### src/rtl/pipe_pkg.sv
// Shared types and constants for the pipeline memory-access stage.
package pipe_pkg;

  localparam int REGNUM_W = 5;
  localparam int WORD_W   = 32;

  localparam logic [WORD_W-1:0] ERR_DATA = 32'hDEADBEEF;

  typedef enum logic [1:0] {IDLE, REQ, RESP, DONE} mem_state_t;

  // Data memory is word addressed; byte offset bits are dropped.
  function automatic logic [WORD_W-1:0] word_addr(input logic [WORD_W-1:0] a);
    return {a[WORD_W-1:2], 2'b00};
  endfunction

endpackage

### src/rtl/pipe_mem_stage_mwreg.sv
// MEM/WB pipeline register: full load, or bubble (clear write controls, hold data).
// One-cycle latency; reset clears every field.
module pipemwreg
  import pipe_pkg::*;
(
  input  logic                clock,
  input  logic                resetn,
  input  logic                i_load,
  input  logic                i_bubble,
  input  logic                i_wreg,
  input  logic                i_m2reg,
  input  logic [WORD_W-1:0]   i_mo,
  input  logic [WORD_W-1:0]   i_alu,
  input  logic [REGNUM_W-1:0] i_rn,
  output logic                o_wreg,
  output logic                o_m2reg,
  output logic [WORD_W-1:0]   o_mo,
  output logic [WORD_W-1:0]   o_alu,
  output logic [REGNUM_W-1:0] o_rn
);

  logic                r_wreg;
  logic                r_m2reg;
  logic [WORD_W-1:0]   r_mo;
  logic [WORD_W-1:0]   r_alu;
  logic [REGNUM_W-1:0] r_rn;

  always_ff @(posedge clock) begin
    if (!resetn) begin
      r_wreg  <= 1'b0;
      r_m2reg <= 1'b0;
      r_mo    <= '0;
      r_alu   <= '0;
      r_rn    <= '0;
    end else if (i_bubble) begin
      r_wreg  <= 1'b0;
      r_m2reg <= 1'b0;
    end else if (i_load) begin
      r_wreg  <= i_wreg;
      r_m2reg <= i_m2reg;
      r_mo    <= i_mo;
      r_alu   <= i_alu;
      r_rn    <= i_rn;
    end
  end

  assign o_wreg  = r_wreg;
  assign o_m2reg = r_m2reg;
  assign o_mo    = r_mo;
  assign o_alu   = r_alu;
  assign o_rn    = r_rn;

endmodule

### src/rtl/pipe_mem_stage.sv
// Memory-access stage: EX/MEM -> req/gnt/valid data bus -> MEM/WB; stalls the pipe while an access is open.
// MEM_TIMEOUT_EN adds an abort after TIMEOUT_CYCLES in REQ/RESP, pulsing merr and writing ERR_DATA.
module pipe_mem_stage
  import pipe_pkg::*;
#(
  parameter int TIMEOUT_CYCLES = 255
)
(
  input  logic                clock,
  input  logic                resetn,
  input  logic                mwreg,
  input  logic                mm2reg,
  input  logic                mwmem,
  input  logic [WORD_W-1:0]   malu,
  input  logic [WORD_W-1:0]   mb,
  input  logic [REGNUM_W-1:0] mrn,
  output logic                dreq,
  output logic                dwe,
  output logic [WORD_W-1:0]   daddr,
  output logic [WORD_W-1:0]   dwdata,
  input  logic                dgnt,
  input  logic                dvalid,
  input  logic [WORD_W-1:0]   drdata,
  output logic                mstall,
  output logic                merr,
  output logic                wwreg,
  output logic                wm2reg,
  output logic [WORD_W-1:0]   wmo,
  output logic [WORD_W-1:0]   walu,
  output logic [REGNUM_W-1:0] wrn
);

  mem_state_t        r_state;
  logic [WORD_W-1:0] r_rdata;

  logic w_acc;
  logic w_req;
  logic w_stall;
  logic w_fin;
  logic w_latch;
  logic w_err;

  // A combined load+store is treated as a store.
  assign w_acc = mm2reg | mwmem;

  always_comb begin
    w_req   = 1'b0;
    w_stall = 1'b0;
    case (r_state)
      IDLE: begin
        w_req   = w_acc;
        w_stall = w_acc;
      end
      REQ: begin
        w_req   = 1'b1;
        w_stall = 1'b1;
      end
      RESP:    w_stall = 1'b1;
      default: w_stall = 1'b0;
    endcase
  end

  // Read data is only trusted once the request has been granted.
  assign w_latch = dvalid & ((w_req & dgnt & ~mwmem) | (r_state == RESP));
  assign w_fin   = (w_req & dgnt & mwmem) | w_latch;

`ifdef MEM_TIMEOUT_EN
  localparam int CNT_W = $clog2(TIMEOUT_CYCLES + 1);
  localparam logic [CNT_W-1:0] CNT_LAST = CNT_W'(TIMEOUT_CYCLES - 1);

  logic [CNT_W-1:0] r_cnt;
  logic             r_merr;
  logic             w_wait;
  logic             w_expire;

  assign w_wait   = (r_state == REQ) | (r_state == RESP);
  assign w_expire = w_wait & ~w_fin & (r_cnt == CNT_LAST);
  assign w_err    = r_merr;
`else
  assign w_err    = 1'b0;
`endif

  always_ff @(posedge clock) begin
    if (!resetn) begin
      r_state <= IDLE;
      r_rdata <= '0;
`ifdef MEM_TIMEOUT_EN
      r_cnt   <= '0;
      r_merr  <= 1'b0;
`endif
    end else begin
      if (w_latch)
        r_rdata <= drdata;
      case (r_state)
        IDLE, REQ: begin
          if (w_req) begin
            if (w_fin)
              r_state <= DONE;
            else if (dgnt)
              r_state <= RESP;
            else
              r_state <= REQ;
          end
        end
        RESP: begin
          if (dvalid)
            r_state <= DONE;
        end
        default: r_state <= IDLE;
      endcase
`ifdef MEM_TIMEOUT_EN
      r_merr <= 1'b0;
      if (r_state == IDLE)
        r_cnt <= '0;
      else if (w_wait)
        r_cnt <= r_cnt + 1'b1;
      // Late assignments override the normal transition on expiry.
      if (w_expire) begin
        r_state <= DONE;
        r_rdata <= ERR_DATA;
        r_merr  <= 1'b1;
      end
`endif
    end
  end

  assign dreq   = w_req & resetn;
  assign dwe    = w_req & mwmem & resetn;
  assign mstall = w_stall & resetn;
  assign daddr  = word_addr(malu);
  assign dwdata = mb;
  assign merr   = w_err;

  pipemwreg u_mwreg (
    .clock    (clock),
    .resetn   (resetn),
    .i_load   (~w_stall),
    .i_bubble (w_stall),
    .i_wreg   (mwreg & ~w_err),
    .i_m2reg  (mm2reg & ~mwmem),
    .i_mo     ((r_state == DONE) ? r_rdata : '0),
    .i_alu    (malu),
    .i_rn     (mrn),
    .o_wreg   (wwreg),
    .o_m2reg  (wm2reg),
    .o_mo     (wmo),
    .o_alu    (walu),
    .o_rn     (wrn)
  );

endmodule

### config.mk
export PLATFORM = sky130hd
export DESIGN_NAME = pipe_mem_stage
export DESIGN_NICKNAME = d
export VERILOG_FILES = /design/src/rtl/pipe_pkg.sv /design/src/rtl/pipe_mem_stage_mwreg.sv /design/src/rtl/pipe_mem_stage.sv
export SDC_FILE = /design/constraint.sdc
export NUM_CORES = 1
export LEC_CHECK = 0
export BUFFER_PORTS_ARGS = -buffer_cell sky130_fd_sc_hd__buf_2
export CAP_MARGIN = 5
export CORE_ASPECT_RATIO = 0.75
export CORE_UTILIZATION = 35
export DETAILED_ROUTE_END_ITERATION = 7
export GPL_TIMING_DRIVEN = 0
export HOLD_SLACK_MARGIN = 0.15
export PLACE_DENSITY = 0.67
export RECOVER_POWER = 100
export SYNTH_ARGS = -nofsm -noshare
export SYNTH_HDL_FRONTEND = slang
export SYNTH_SLANG_ARGS = --single-unit
### constraint.sdc
create_clock -name clock -period 2 [get_ports clock]
set_input_delay 0.5 -clock clock [delete_from_list [all_inputs] [get_ports clock]]
set_output_delay 0.5 -clock clock [all_outputs]
set_load 0.01 [all_outputs]
Word-level counts from Yosys, hierarchy flattened
Index checks and enable logic that the tools add are counted.
{"block": "word_totals", "elab_cells": 39, "reg_bits": 105, "output_inout_bits": 139}
{"block": "classes", "reduce_logical": 5, "n_mux": 8, "n_bitwise": 14, "n_eq_ne": 5}
{"op": "$mux 32", "n": 1}
{"op": "$and 1x1->1", "n": 9}
{"op": "$mux 2", "n": 4}
{"op": "$reduce_or 2->1", "n": 3}
{"op": "$eq 2x2->1 const B", "n": 2}
{"op": "$ne 2x2->1 const B", "n": 2}
{"op": "$pmux 1 s2", "n": 2}
{"op": "$pmux 2 s2", "n": 1}
{"op": "$or 1x1->1", "n": 3}
{"op": "$eq 2x1->1 const B", "n": 1}
{"op": "$logic_not 2->1", "n": 1}
{"op": "$not 1->1", "n": 2}
{"op": "$reduce_and 2->1", "n": 1}

Depth between registers and ports, before layout
{"block": "depth", "word_depth": 10, "mapped_depth": 8, "mapped_depth_nobuf": 6}

By module
From an unflattened synthesis, not the netlist that was laid out.
{"block": "hier_totals", "cells_unflattened": 584, "hier_area_um2": 4948.5}
{"module": "pipemwreg", "area_per_inst_um2": 2826.5, "cells_each": 307, "n_inst": 1, "seq_area_each_um2": 1421.4}
{"module": "pipe_mem_stage", "area_per_inst_um2": 2122.0, "cells_each": 277, "n_inst": 1, "seq_area_each_um2": 680.7}

Worst setup path after synthesis
Ideal clock, no wire load.
{"block": "synth_timing", "path_kind": "register to output", "startpoint": "reg r_state[1]", "endpoint": "out mstall", "setup_slack_ns": 0.158, "stages_incl_launch_ff": 6, "n_path_buf": 1, "arrival_time_ns": 1.342, "cell_sequence": "dfxtp_1 -> inv_1 -> ha_1 -> nor2_1 -> nor3_2 -> buf_2"}
{"block": "synth_between", "elab_chain_len": 4, "elab_cells_between_ends": 6, "cone_classes": "2 x eq/ne; 1 x mux; 1 x bitwise; 2 x reduce/logical"}
{"item": "start, declared", "line_no": "pipe_mem_stage.sv:33", "rtl": "mem_state_t r_state;"}
{"item": "start signal, assigned", "line_no": "pipe_mem_stage.sv:85", "rtl": "r_state <= IDLE;"}
{"item": "start signal, assigned", "line_no": "pipe_mem_stage.sv:98", "rtl": "r_state <= DONE;"}
{"item": "start signal, assigned", "line_no": "pipe_mem_stage.sv:100", "rtl": "r_state <= RESP;"}
{"item": "$eq 2x2->1 or $eq 2x1->1 (tied branches)", "line_no": "pipe_mem_stage.sv:49", "rtl": "case (r_state)"}
{"item": "$reduce_or 2->1 (no source line)"}
{"item": "$pmux 1 s2 (*)", "line_no": "pipe_mem_stage.sv:49"}
{"item": "$and 1x1->1 (*)", "line_no": "pipe_mem_stage.sv:129", "rtl": "assign mstall = w_stall & resetn;"}
{"item": "end, declared", "line_no": "pipe_mem_stage.sv:24", "rtl": "output logic mstall,"}
Every way passes the cells marked *; elsewhere a longest branch is shown, timed or not.

Final worst setup path
{"block": "layout_timing", "startpoint": "reg r_state[0]", "endpoint": "out mstall"}
The elaborated chain is that of the path after synthesis.

==> key figures <==
Run status
  – Status: finished, violations left
  – Failing checks: negative setup slack

Drt
  – M1 wire length: 4.90 mm
  – DRT antenna net count: 0
  – Drt first-iter violations: 148
  – Max layer used: met5
  – Metal3 WL: 754 um
  – Drt first pass iters: 4
  – Met2 wire len: 5.11 mm
  – Final WL: 10.9 mm
  – Routed via count: 3,674
  – Via density per instance: 4.70
  – # DRC: 0
  – Avg WL per Cell: 13.9 um

Global route
  – GRT Total Usage: 17.3%
  – Initial antenna violation count: 1
  – Vias in the first global route: 3,227
  – Pin count of the biggest net entering global routing: 18
  – Global-route wire length before repair: 16.1 mm
  – Total gr overflow: 0

Critical path
  – Setup crit end kind: output pin
  – Reg2reg end: r_rdata[16]$_SDFFE_PN0P_
  – WP data arrival: 1.53 ns
  – CP Max Fanout: 3
  – Worst Path Class, Setup: flip-flop to output pin
  – Reg2Reg Depth: 9
  – Worst Path Required: 1.50 ns
  – R2R Setup Slk: 0.13 ns
  – Critical Path Start Type: flip-flop
  – Crit Reg-Reg Startpoint: r_state[0]$_SDFFE_PN0P_
  – Worst Setup SP: r_state[0]$_SDFFE_PN0P_

Cells and area
  – Fillers: 1,086
  – N_diodes: 0
  – Synthesis-to-finish area growth: 38.8%
  – Ratio of cells with drive above 1 in the final layout: 32.1%
  – Storage element area: 2110 um2
  – Area of the multi-input gates: 1350 um2
  – Most common cell after layout, fill and taps aside: clkbuf_1
  – Core Util, Final: 50.7%
  – Fin nets: 749
  – Commonest non-fill, non-tap cells in the layout: 139 x clkbuf_1, 103 x dfxtp_1, 90 x buf_2

Worst hold path
  – Hold path start: mwreg
  – Hold Path Class: primary input to flip-flop
  – Hold Path Sink: u_mwreg.o_wreg$_SDFF_PP0_
  – Hold depth: 2

Timing
  – Fin Hold WS: 0.357 ns
  – Endpoints failing hold: 0
  – Fmax: 0.493 GHz
  – Tcrit/Tclk final: 102%
  – Finish-stage setup viols: 2
  – RSZ-0062 raised after global routing: true
  – Clock Skew: 0.00441 ns
  – Final Max Slew Viols: 0
  – Worst Tran Pin Value: 0.529 ns
  – Final Worst Setup Slack: -0.0305 ns
  – Final Critical Period: 2.03 ns
  – Worst slew margin: 64.7%

Power
  – Power Dens Cells: 1000 nW/um2
  – Lkg Pwr: 2.47 nW
  – VDD IR max: 524 uV

Floorplanning
  – Core area: 11,100 um2
  – Die area: 12,000 um2
  – Die X: 126 um
  – I/O pin total: 247
  – Initial Util: 36.5%
  – Floorplan row count: 33
  – Die height: 95.2 um

Clock network
  – Cts hold-fix bufs: 0
  – Clock-pin slew on the worst setup and hold paths: 0.07 ns
  – CTS buffer count: 9
  – TritonCTS clock tree: built
  – Clock Latency Late Sink: 0.33 ns
  – CTS max path bufs: 2
  – Root Buffer: clkbuf_16
  – CTS Sinks: 105
  – H-tree levels: 3

Yosys
  – Syn Inst Count: 400
  – Yosys cell types: 28
  – Mean post-synth cell area: 10.1 um2
  – Yosys warnings: 0
  – Post-synthesis sequential area ratio: 51.8%
  – Cell area after synthesis: 4060 um2
  – Synthesis-stage register bit count: 105

Placement
  – Placed wire-length estimate: 8.06 mm
  – Placer Congestion: 0.770
  – IO buf count: 211

Flow run
  – Max Cap Viol: 0
cell usage after synthesis:
| cell | count | area, um2 |
|---|---|---|
| dfxtp_1 | 105 | 2100 |
| a22o_1 | 69 | 604 |
| buf_4 | 69 | 518 |
| nand2_1 | 34 | 128 |
| nand3_1 | 33 | 165 |
| o21ai_1 | 32 | 160 |
| buf_2 | 16 | 80.1 |
| clkbuf_1 | 6 | 22.5 |
| ha_1 | 5 | 62.6 |
| inv_1 | 4 | 15.0 |
| and2_1 | 3 | 18.8 |
| nor2_1 | 3 | 11.3 |
| a21oi_1 | 2 | 10.0 |
| a31oi_1 | 2 | 12.5 |
| buf_1 | 2 | 7.51 |
| nor2b_1 | 2 | 12.5 |
| o21ai_0 | 2 | 10.0 |
| and3b_1 | 1 | 8.76 |
| conb_1 | 1 | 3.75 |
| inv_2 | 1 | 3.75 |
| nor3_2 | 1 | 10.0 |
| nor4b_1 | 1 | 8.76 |
| o211a_1 | 1 | 10.0 |
| o21a_2 | 1 | 8.76 |
| o221ai_4 | 1 | 26.3 |
| o31ai_1 | 1 | 7.51 |
| o31ai_4 | 1 | 21.3 |
| or2_1 | 1 | 6.26 |
worst max path at each step:
stage / to / cells past startpoint / slack (ns)
finish: mstall / 7 / -0.03
global route: mstall / 7 / -0.11
CTS: dwe / 8 / -0.04
detailed placement: mstall / 6 / -0.53
global placement: mstall / 6 / -0.47
floorplan: mstall / 5 / 0.16
state kept, by name, summed over array words and instances, names as in the netlist:
name	count
u_mwreg.o_rn	5
r_state	2
u_mwreg.o_wreg	1
r_rdata	32
u_mwreg.o_alu	32
u_mwreg.o_mo	32
u_mwreg.o_m2reg	1
worst max-delay path, cell delays in order, from the launching register on:
cell and delay [ns]:
dfxtp_4 0.36, inv_4 0.06, ha_4 0.14, o21a_4 0.14, nor2_2 0.05, nor3_4 0.22, buf_6 0.14, buf_6 0.09
report_power, final:
group          internal [W]  switching, W
sequential          0.00233      0.000119
clock               0.00113      0.000748
combinational      0.000595      0.000722
total               0.00406       0.00159
routing by layer:
| metal | track usage (%) | up-vias |
|---|---|---|
| met4 | 4.62 | 2 |
| met3 | 4.77 | 16 |
| met2 | 30.2 | 162 |
| li1 | - | 1818 |
| met1 | 21.1 | 1676 |
| met5 | 0 | - |
repair_timing:
action,in CTS,in global routing
endpoints found under the setup margin,103,33
resized for setup,18,6
buffers inserted,10,2
pin swaps,6,4
final cells by class:
cell class	count	area share (%)
plain buffers	93	11.4
flip-flops and latches	105	37.5
clock buffers	10	4.24
well taps	140	3.11
inverters	5	0.422
repair buffers	223	17.8
clock inverters	6	1.60
multi-input cells	199	24.0
logic make-up (layout without fill, tap and decap cells):
kind of cell	after synthesis	count (layout)	share of synthesized area, %
fa+ha+maj	5	5	1.54
compound gates	112	112	21.5
simple gates	79	79	9.10
buf+inv	98	337	16.0
flops	105	105	51.8
other cells	1	3	0.0925
through the flow:
step	setup TNS (ns)	setup WS (ns)	total power, W	instances	area, um2
detailed placement	-8.22	-0.527	0.00370	753	5290
CTS	-0.0831	-0.0441	0.00574	779	5770
global placement	-3.98	-0.474	0.00368	753	5290
floorplan	0	0.158	0.00321	402	4060
global route	-0.208	-0.106	0.00593	781	5630
finish	-0.0515	-0.0305	0.00565	781	5630
No activity file was read; power rests on OpenSTA's default activity.
